[config.mk]
export PLATFORM = sky130hd
export DESIGN_NAME = rtc_time_reader
export DESIGN_NICKNAME = d
export VERILOG_FILES = /design/src/rtl/rtc_pkg.sv /design/src/rtl/rtc_bcd_decode.sv /design/src/rtl/rtc_time_reader.sv
export SDC_FILE = /design/constraint.sdc
export NUM_CORES = 1
export LEC_CHECK = 0
export CAP_MARGIN = 20
export CORE_MARGIN = 2
export CORE_UTILIZATION = 63
export DETAILED_ROUTE_END_ITERATION = 10
export PLACE_DENSITY = 0.86
export SYNTH_ARGS = -nofsm -noshare
export SYNTH_HDL_FRONTEND = slang
export SYNTH_SLANG_ARGS = --single-unit
[constraint.sdc]
create_clock -name clk -period 5.3 [get_ports clk]
set_clock_uncertainty 0.2 [all_clocks]
set_input_delay 1.59 -clock clk [delete_from_list [all_inputs] [get_ports clk]]
set_output_delay 1.59 -clock clk [all_outputs]
set_load 0.02 [all_outputs]
[src/rtl/rtc_pkg.sv]
// Shared definitions for the RTC time reader: register indices, error codes,
// sequencer states and BCD field limits. RTC_TIME_READER_DATE_EN enables the date registers.
package rtc_pkg;

  localparam logic [2:0] REG_SEC   = 3'd0;
  localparam logic [2:0] REG_MIN   = 3'd1;
  localparam logic [2:0] REG_HOUR  = 3'd2;
  localparam logic [2:0] REG_DAY   = 3'd3;
  localparam logic [2:0] REG_DATE  = 3'd4;
  localparam logic [2:0] REG_MONTH = 3'd5;
  localparam logic [2:0] REG_YEAR  = 3'd6;

`ifdef RTC_TIME_READER_DATE_EN
  localparam logic [2:0] LAST_IDX = REG_YEAR;
`else
  localparam logic [2:0] LAST_IDX = REG_HOUR;
`endif

  localparam logic [1:0] ERR_OK      = 2'b00;
  localparam logic [1:0] ERR_NACK    = 2'b01;
  localparam logic [1:0] ERR_TIMEOUT = 2'b10;
  localparam logic [1:0] ERR_INVALID = 2'b11;

  typedef enum logic [2:0] {
    ST_IDLE   = 3'd0,
    ST_ISSUE  = 3'd1,
    ST_WAIT   = 3'd2,
    ST_CHECK  = 3'd3,
    ST_COMMIT = 3'd4,
    ST_ERROR  = 3'd5
  } state_t;

  // Bit 7 of seconds is the clock-halt flag, bit 7 of minutes and month carry no time data.
  localparam logic [7:0] SEC_MASK     = 8'h7F;
  localparam logic [7:0] MIN_MASK     = 8'h7F;
  localparam logic [7:0] MONTH_MASK   = 8'h7F;
  localparam int         CH_BIT       = 7;
  localparam int         HOUR_12H_BIT = 6;

  localparam logic [6:0] SEC_MAX   = 7'd59;
  localparam logic [6:0] MIN_MAX   = 7'd59;
  localparam logic [6:0] HOUR_MAX  = 7'd23;
  localparam logic [6:0] DAY_MIN   = 7'd1;
  localparam logic [6:0] DAY_MAX   = 7'd7;
  localparam logic [6:0] DATE_MIN  = 7'd1;
  localparam logic [6:0] DATE_MAX  = 7'd31;
  localparam logic [6:0] MONTH_MIN = 7'd1;
  localparam logic [6:0] MONTH_MAX = 7'd12;
  localparam logic [6:0] YEAR_MAX  = 7'd99;

  function automatic logic in_range(input logic [6:0] v, input logic [6:0] lo, input logic [6:0] hi);
    return (v >= lo) && (v <= hi);
  endfunction

endpackage

[src/rtl/rtc_bcd_decode.sv]
// Combinational two-digit BCD to binary converter; flags either nibble above 9.
module rtc_bcd_decode (
  input  logic [7:0] i_bcd,
  output logic [6:0] o_bin,
  output logic       o_invalid
);

  logic [6:0] w_tens;
  logic [6:0] w_units;

  assign w_tens    = {3'b000, i_bcd[7:4]};
  assign w_units   = {3'b000, i_bcd[3:0]};
  assign o_bin     = (w_tens * 7'd10) + w_units;
  assign o_invalid = (i_bcd[7:4] > 4'd9) || (i_bcd[3:0] > 4'd9);

endmodule

[src/rtl/rtc_time_reader.sv]
// Periodic / on-demand reader of the RTC time registers over the shared I2C byte master.
// Define RTC_TIME_READER_DATE_EN to also read and publish day, date, month and year.
module rtc_time_reader
  import rtc_pkg::*;
#(
  parameter int unsigned REFRESH_CYCLES = 100_000_000,
  parameter int unsigned TIMEOUT_CYCLES = 1024,
  parameter logic [6:0]  DEV_ADDR       = 7'h68
) (
  input  logic       clk,
  input  logic       rst_n,
  input  logic       start,
  output logic       i2c_req,
  output logic [6:0] i2c_dev_addr,
  output logic [7:0] i2c_reg_addr,
  input  logic       i2c_done,
  input  logic       i2c_nack,
  input  logic [7:0] i2c_rdata,
  output logic [5:0] sec,
  output logic [5:0] min,
  output logic [4:0] hour,
  output logic       clock_halt,
  output logic       time_valid,
  output logic       busy,
  output logic       err,
`ifdef RTC_TIME_READER_DATE_EN
  output logic [2:0] day,
  output logic [4:0] date,
  output logic [3:0] month,
  output logic [6:0] year,
`endif
  output logic [1:0] err_code
);

  state_t      r_state;
  state_t      w_next_state;
  logic [31:0] r_refresh_cnt;
  logic [31:0] r_to_cnt;
  logic [2:0]  r_idx;
  logic [1:0]  r_err_pend;
  logic [7:0]  r_sh_sec, r_sh_min, r_sh_hour;

  logic        w_trigger, w_timeout, w_last, w_invalid, w_time_bad, w_date_bad;
  logic        w_req_nxt, w_busy_nxt, w_tv_nxt, w_err_nxt;
  logic [6:0]  w_sec_bin, w_min_bin, w_hour_bin;
  logic        w_sec_inv, w_min_inv, w_hour_inv;

  logic        r_i2c_req, r_busy, r_time_valid, r_err, r_clock_halt;
  logic [7:0]  r_reg_addr;
  logic [5:0]  r_sec, r_min;
  logic [4:0]  r_hour;
  logic [1:0]  r_err_code;

  assign w_trigger = start | ((REFRESH_CYCLES != 32'd0) && (r_refresh_cnt == (REFRESH_CYCLES - 32'd1)));
  assign w_timeout = (r_to_cnt == (TIMEOUT_CYCLES - 32'd1));
  assign w_last    = (r_idx == LAST_IDX);

  rtc_bcd_decode u_dec_sec  (.i_bcd(r_sh_sec & SEC_MASK), .o_bin(w_sec_bin),  .o_invalid(w_sec_inv));
  rtc_bcd_decode u_dec_min  (.i_bcd(r_sh_min & MIN_MASK), .o_bin(w_min_bin),  .o_invalid(w_min_inv));
  rtc_bcd_decode u_dec_hour (.i_bcd(r_sh_hour),           .o_bin(w_hour_bin), .o_invalid(w_hour_inv));

  // 12-hour mode is rejected rather than converted.
  assign w_time_bad = w_sec_inv | w_min_inv | w_hour_inv | r_sh_hour[HOUR_12H_BIT]
                    | (w_sec_bin > SEC_MAX) | (w_min_bin > MIN_MAX) | (w_hour_bin > HOUR_MAX);

`ifdef RTC_TIME_READER_DATE_EN
  logic [7:0] r_sh_day, r_sh_date, r_sh_month, r_sh_year;
  logic [6:0] w_day_bin, w_date_bin, w_month_bin, w_year_bin;
  logic       w_day_inv, w_date_inv, w_month_inv, w_year_inv;
  logic [2:0] r_day;
  logic [4:0] r_date;
  logic [3:0] r_month;
  logic [6:0] r_year;

  rtc_bcd_decode u_dec_day   (.i_bcd(r_sh_day),                .o_bin(w_day_bin),   .o_invalid(w_day_inv));
  rtc_bcd_decode u_dec_date  (.i_bcd(r_sh_date),               .o_bin(w_date_bin),  .o_invalid(w_date_inv));
  rtc_bcd_decode u_dec_month (.i_bcd(r_sh_month & MONTH_MASK), .o_bin(w_month_bin), .o_invalid(w_month_inv));
  rtc_bcd_decode u_dec_year  (.i_bcd(r_sh_year),               .o_bin(w_year_bin),  .o_invalid(w_year_inv));

  assign w_date_bad = w_day_inv | w_date_inv | w_month_inv | w_year_inv
                    | !in_range(w_day_bin, DAY_MIN, DAY_MAX)
                    | !in_range(w_date_bin, DATE_MIN, DATE_MAX)
                    | !in_range(w_month_bin, MONTH_MIN, MONTH_MAX)
                    | (w_year_bin > YEAR_MAX);

  always_ff @(posedge clk or negedge rst_n) begin
    if (!rst_n) begin
      r_sh_day <= 8'd0; r_sh_date <= 8'd0; r_sh_month <= 8'd0; r_sh_year <= 8'd0;
      r_day <= 3'd0; r_date <= 5'd0; r_month <= 4'd0; r_year <= 7'd0;
    end else begin
      if (r_state == ST_WAIT && i2c_done && !i2c_nack) begin
        case (r_idx)
          REG_DAY:   r_sh_day   <= i2c_rdata;
          REG_DATE:  r_sh_date  <= i2c_rdata;
          REG_MONTH: r_sh_month <= i2c_rdata;
          REG_YEAR:  r_sh_year  <= i2c_rdata;
          default:   r_sh_day   <= r_sh_day;
        endcase
      end
      if (r_state == ST_COMMIT) begin
        r_day   <= w_day_bin[2:0];
        r_date  <= w_date_bin[4:0];
        r_month <= w_month_bin[3:0];
        r_year  <= w_year_bin;
      end
    end
  end

  assign day   = r_day;
  assign date  = r_date;
  assign month = r_month;
  assign year  = r_year;
`else
  assign w_date_bad = 1'b0;
`endif

  assign w_invalid = w_time_bad | w_date_bad;

  always_ff @(posedge clk or negedge rst_n) begin
    if (!rst_n) r_state <= ST_IDLE;
    else        r_state <= w_next_state;
  end

  always_comb begin
    w_next_state = r_state;
    case (r_state)
      ST_IDLE:   w_next_state = w_trigger ? ST_ISSUE : ST_IDLE;
      ST_ISSUE:  w_next_state = ST_WAIT;
      ST_WAIT: begin
        if (i2c_done) begin
          if (i2c_nack)    w_next_state = ST_ERROR;
          else if (w_last) w_next_state = ST_CHECK;
          else             w_next_state = ST_ISSUE;
        end else if (w_timeout) begin
          w_next_state = ST_ERROR;
        end else begin
          w_next_state = ST_WAIT;
        end
      end
      ST_CHECK:  w_next_state = w_invalid ? ST_ERROR : ST_COMMIT;
      ST_COMMIT: w_next_state = ST_IDLE;
      ST_ERROR:  w_next_state = ST_IDLE;
      default:   w_next_state = ST_IDLE;
    endcase
  end

  // Outputs are registered, so their next values follow the next state.
  always_comb begin
    w_req_nxt  = (w_next_state == ST_WAIT);
    w_busy_nxt = (w_next_state != ST_IDLE);
    w_tv_nxt   = (r_state == ST_COMMIT);
    w_err_nxt  = (r_state == ST_ERROR);
  end

  always_ff @(posedge clk or negedge rst_n) begin
    if (!rst_n) begin
      r_refresh_cnt <= 32'd0;
      r_to_cnt      <= 32'd0;
      r_idx         <= 3'd0;
      r_err_pend    <= ERR_OK;
      r_reg_addr    <= 8'd0;
      r_sh_sec      <= 8'd0;
      r_sh_min      <= 8'd0;
      r_sh_hour     <= 8'd0;
    end else begin
      case (r_state)
        ST_IDLE: begin
          r_refresh_cnt <= w_trigger ? 32'd0 : r_refresh_cnt + 32'd1;
          if (w_trigger) r_idx <= 3'd0;
        end
        ST_ISSUE: begin
          r_to_cnt   <= 32'd0;
          r_reg_addr <= {5'd0, r_idx};
        end
        ST_WAIT: begin
          r_to_cnt <= r_to_cnt + 32'd1;
          if (i2c_done) begin
            if (i2c_nack) begin
              r_err_pend <= ERR_NACK;
            end else begin
              case (r_idx)
                REG_SEC:  r_sh_sec  <= i2c_rdata;
                REG_MIN:  r_sh_min  <= i2c_rdata;
                REG_HOUR: r_sh_hour <= i2c_rdata;
                default:  r_sh_sec  <= r_sh_sec;
              endcase
              if (!w_last) r_idx <= r_idx + 3'd1;
            end
          end else if (w_timeout) begin
            r_err_pend <= ERR_TIMEOUT;
          end
        end
        ST_CHECK: begin
          if (w_invalid) r_err_pend <= ERR_INVALID;
        end
        default: begin
          r_refresh_cnt <= r_refresh_cnt;
        end
      endcase
    end
  end

  always_ff @(posedge clk or negedge rst_n) begin
    if (!rst_n) begin
      r_i2c_req    <= 1'b0;
      r_busy       <= 1'b0;
      r_time_valid <= 1'b0;
      r_err        <= 1'b0;
      r_sec        <= 6'd0;
      r_min        <= 6'd0;
      r_hour       <= 5'd0;
      r_clock_halt <= 1'b0;
      r_err_code   <= ERR_OK;
    end else begin
      r_i2c_req    <= w_req_nxt;
      r_busy       <= w_busy_nxt;
      r_time_valid <= w_tv_nxt;
      r_err        <= w_err_nxt;
      if (r_state == ST_COMMIT) begin
        r_sec        <= w_sec_bin[5:0];
        r_min        <= w_min_bin[5:0];
        r_hour       <= w_hour_bin[4:0];
        r_clock_halt <= r_sh_sec[CH_BIT];
        r_err_code   <= ERR_OK;
      end else if (r_state == ST_ERROR) begin
        r_err_code   <= r_err_pend;
      end else begin
        r_err_code   <= r_err_code;
      end
    end
  end

  assign i2c_req      = r_i2c_req;
  assign i2c_dev_addr = DEV_ADDR;
  assign i2c_reg_addr = r_reg_addr;
  assign sec          = r_sec;
  assign min          = r_min;
  assign hour         = r_hour;
  assign clock_halt   = r_clock_halt;
  assign time_valid   = r_time_valid;
  assign busy         = r_busy;
  assign err          = r_err;
  assign err_code     = r_err_code;

endmodule

### Word-level counts from Yosys, hierarchy flattened

Cells that the tools add are included.

* register bits after elaboration: 122
* input bits: 13
* output and inout port bits: 39
* logic and storage cells: 97

* $add $sub $neg: 6
* multipliers: 3
* $lt $le $gt $ge: 9
* equality and inequality tests: 17
* muxes and demuxes: 21
* bitwise logic cells: 8
* reductions and logical operators: 15

Operators by type and width (count)
* adder 32 x 1 -> 32 bit, second input constant: 2
* case mux 32 bit (2 select lines): 1
* equality test 32 x 10 -> 1 bit, second input constant: 1
* equality test 32 x 27 -> 1 bit, second input constant: 1
* 2-to-1 mux 32 bit: 1
* adder 7 x 4 -> 7 bit: 3
* 2-to-1 mux 3 bit: 7
* greater-than comparator 4 bit, second input constant: 4
* AND reduction 4 bit: 4
* greater-than comparator 7 x 6 -> 1 bit, second input constant: 2
* 2-to-1 mux 2 bit: 7
* equality test 3 x 2 -> 1 bit, second input constant: 4
* multiplier 3 x 3 -> 6 bit, second input constant: 2
* case mux 3 bit (4 select lines): 1
* != test 2 bit, second input constant: 5
* greater-than comparator 3 x 4 -> 1 bit, second input constant: 2
* nonzero test 2 bit: 4
* greater-than comparator 7 x 5 -> 1 bit, second input constant: 1
* bitwise OR 1 bit: 7
* equality test 3 x 1 -> 1 bit, second input constant: 2
* equality test 3 bit, second input constant: 2
* zero test 3 bit: 2
* multiplier 4 x 3 -> 6 bit, second input constant: 1
* != test 3 bit, second input constant: 2
* other kinds (8): 11

### Depth between registers and ports, before layout

* depth after elaboration: 11
* gate-level depth with buffers: 9
* gate-level depth less buffers: 9

### Hierarchy

Synthesis repeated with hierarchy kept, for this count alone.

* cells, all modules: 626
* area total of the unflattened synthesis: 6487.5 um^2

Modules (own cells, without submodules)
* rtc_time_reader: instances 1, cells each 542, area an instance 5766.8 um^2, seq. area each 3052.9 um^2
* rtc_bcd_decode: instances 3, cells each 28, area an instance 240.2 um^2, seq. area each 0.0 um^2

### Least setup slack after synthesis

No wires, ideal clock.

* path kind: register to register
* start: register r_sh_hour[5]
* end: register r_err_pend[0]
* library setup time: 0.146 ns
* data arrival time: 2.757 ns
* required time: 4.954 ns
* setup slack: 2.197 ns
* stages on the path, launching flop included: 9
* path buffers: 0
* period minus slack after synthesis: 3.103 ns
* cells stage by stage: dfrtp_1 -> ha_1 -> ha_1 -> fa_1 -> a222oi_1 -> nand3b_1 -> or4_1 -> o311ai_1 -> o21ai_0

* longest elaborated chain between the ends: 9
* elaborated cells on any way between the ends: 12
* classes of those cells: 1 x add/sub; 1 x mul; 2 x order compare; 1 x eq/ne; 5 x bitwise; 2 x reduce/logical

RTL lines
* from (decl): RTL line rtc_time_reader.sv:41 `logic [7:0] r_sh_sec, r_sh_min, r_sh_hour;`
* from (signal assigned): RTL line rtc_time_reader.sv:184 `REG_HOUR: r_sh_hour <= i2c_rdata;`
* branches (longest 6 deep; another with adder 7 x 4 -> 7 bit)
* bitwise OR 1 bit (*): RTL line rtc_time_reader.sv:64 `| (w_sec_bin > SEC_MAX) | (w_min_bin > MIN_MAX) | (w_hour_bin > HOUR_MAX);`
* != test 2 bit (no source line) (*)
* AND reduction 4 bit (no source line) (*)
* to (signal assigned): RTL line rtc_time_reader.sv:160 `r_err_pend <= ERR_OK;`
* to (signal assigned): RTL line rtc_time_reader.sv:179 `r_err_pend <= ERR_NACK;`
* to (signal assigned): RTL line rtc_time_reader.sv:190 `r_err_pend <= ERR_TIMEOUT;`
* to (decl): RTL line rtc_time_reader.sv:40 `logic [1:0] r_err_pend;`

Every way passes the cells marked *.
A chain may end at the register's enable or synchronous reset.

### Worst setup path after layout

Ends and elaborated chain as after synthesis.

==> qor.yml <==
status:
  outcome: "finished clean"
critical_path:
  worstPathArrival_ps: 3670
  critPathCaptureType: "flop"
  r2r_setup_slack_ps: 1790
  cp-start-kind: "flop"
  critPathMostFrequentCell: "ha_1"
  cp_slowest_cell: "or4_1"
  crit_fanout: 5
  r2r-start: "r_sh_hour[5]"
  cp.buffers_inverters: 0
  cpLargestDelayFamily: "adder cells"
  worstReg2RegEnd: "r_err_pend[0]"
  critical_path_class: "flop to flop"
  max_stage_delay_ps: 550
  crit_required_ps: 5460
  ff2ff_path_depth: 8
  path_cells: "ha_1 > ha_1 > fa_1 > a222oi_1 > nand3b_1 > or4_1 > o311ai_1 > o21ai_0"
timing:
  hold_viol_final: 0
  fmax_ghz: 0.285
  setup_slack_ps: 1790
  rsz0062_at_grt: "false"
  tightest_slew_ps: 668
  slew_headroom_pct: 55.0
  post-route-min-period_ps: 3510
  tns_ps: 0
  holdWs_ps: 282
  slew_viol_final: 0
  setup_viol: 0
  post-route-period-util_pct: 66.3
logic_synthesis:
  netlist_area_sq_mm: 0.00628
  async_flop_share_pct: 100
  ys_types: 54
  synth_edf_count: 0
  synthCells: 637
  ys.flop_type: "dfrtp_1"
  ys_seq_elements: 122
  synth_seq_area_share_pct: 48.6
  syn_avg_cell_area_sq_um: 9.87
  yosysWarnings: 0
clock_network:
  h-tree-depth: 4
  cts_root_buf: "clkbuf_8"
  cts-resized-gates: 0
  tritoncts: "built"
  insertion_delay_ps: 520
  numCtsBuffers: 17
  cts.sinks: 122
  clockBufferDepth: 2
  clkSlewWorstSetupHoldPaths_ps: 60
  post_cts_buffers: 0
  cts_hold_buf: 0
placed_design:
  gp_congestion: 0.882
  dp_hpwl_um: 9700
  dp.cells: 797
  placed_cell_area_sq_mm: 0.00676
  portBuffers: 39
  pre_cts_ws_ps: 1840
pwr:
  peakVddDrop_uv: 415
  p_per_area_mw_per_mm2: 460
  total_power_mw: 3.41
  leakagePower_nw: 3.40
floorplanning:
  die_w_um: 104
  row_count: 36
  die-area_sq_mm: 0.0108
  die_h_um: 104
  core_area_sq_mm: 0.00973
  initial_core_util_pct: 64.6
  pin_count: 52
drt:
  viasPerCell: 6.04
  drt.antenna.violating_nets: 0
  wl_um: 14400
  wl_per_cell_um: 17.4
  drt_iter0_drc: 325
  post-route-drc-count: 0
  drt_pass1_iterations: 5
  vias: 5017
min_path:
  hold_start: "hour[4]"
  hp-class: "flop to flop"
  hold_end: "hour[4]"
  holdPathStages: 2
layout:
  final_common_cell: "dfrtp_1"
  drive_gt1_share_pct: 10.9
  final_area_sq_mm: 0.00741
  regArea_sq_mm: 0.00305
  final_cell_mix: "dfrtp_1 (122), nand2_1 (99), nor2_1 (52)"
  syn_to_final_growth_pct: 17.9
  antenna_cells: 0
  multiInputGateArea_sq_mm: 0.00303
  fillCellCount: 623
  final_nets: 726
  layoutNonFillerInstCount: 831
  fin_util_pct: 76.2
global_routing:
  track_usage_pct: 28.3
  grt_max_degree: 76
  grt_overflow: 0
  grt_antenna_before_repair: 0
  grt_pass1_wl_um: 24500
  grt_pass1_vias: 5073
job:
  maxCapViolations: 0
[how the worst max path moves through the flow]
stage	start	endpoint	slack (ps)	cells after the start
6_report	r_sh_hour[5]	r_err_pend[0]	1790	8
5_1_grt	r_sh_hour[5]	r_err_pend[0]	1610	8
4_1_cts	r_sh_hour[5]	r_err_pend[0]	1840	8
3_5_place_dp	start	r_refresh_cnt[15]	1840	5
3_3_place_gp	i2c_done	r_sh_sec[7]	1940	5
2_1_floorplan	r_sh_hour[5]	r_err_pend[0]	2200	8
[cell usage after synthesis, types with 4 or more instances]
library cell    n  area [sq um]
dfrtp_1       122          3050
nand2_1        99           372
nor2_1         52           195
o21ai_0        49           245
nand3_1        31           155
mux2_2         25           282
ha_1           24           300
xnor2_1        21           184
a21oi_1        19          95.1
inv_1          19          71.3
nand4_1        16           100
buf_4          12          90.1
xor2_1         12           105
and3_1          9          56.3
mux2i_1         9          90.1
nor3_1          9          45.0
nor4_1          9          56.3
o31ai_1         9          67.6
or3_1           9          56.3
clkbuf_1        8          30.0
nor2b_1         8          50.1
o211ai_1        8          60.1
nand2b_1        5          31.3
and4_1          4          35.0
fa_1            4          80.1
[where the power goes]
part | internal (mW) | switching (mW)
Combinational | 0.423 | 0.596
Clock | 0.729 | 0.425
Sequential | 1.09 | 0.142
[metal layers]
layer	global-route usage [%]	up-vias	wire length [um]	share of wire, %
met2	45.7	191	7160	50
met5	0	-	0	0
met1	37.9	2475	6300	44
met4	9.75	0	235	1.6
li1	-	2323	-	-
met3	6.83	28	740	5.1
[final cells by class]
cell class | instances | share of cell area (%)
Clock buffer | 18 | 5.77
Inverter | 20 | 1.01
Timing Repair Buffer | 45 | 6.55
Multi-Input combinational cell | 479 | 40.9
Clock inverter | 14 | 2.31
Tap cell | 133 | 2.25
Sequential cell | 122 | 41.2
[sequential cells by signal, indices dropped and copies added, names as in the netlist, 5 cells and up]
register       flops
hour               5
min                6
r_refresh_cnt     32
r_sh_hour          8
r_sh_min           7
r_sh_sec           8
r_to_cnt          32
sec                6
[tightest hold or removal path, stage by stage, from the launching register on]
cell and delay, ps:
dfrtp_1 340, nand2_1 50, o21ai_0 60
[cell families (layout without fill, tap and decap cells)]
| logic type | after synthesis | in the layout | synth area share, % |
|---|---|---|---|
| and+or+nand+nor | 270 | 270 | 21.4 |
| DFF | 122 | 122 | 48.6 |
| AOI/OAI and AO/OA | 102 | 102 | 9.62 |
| buffers and inverters | 46 | 97 | 3.76 |
| muxes | 34 | 34 | 5.91 |
| xor gates and xnor gates | 33 | 33 | 4.60 |
| adders and majority gates | 28 | 28 | 6.05 |
| other | 2 | 12 | 0.119 |
(Power assumes the default switching activity.)
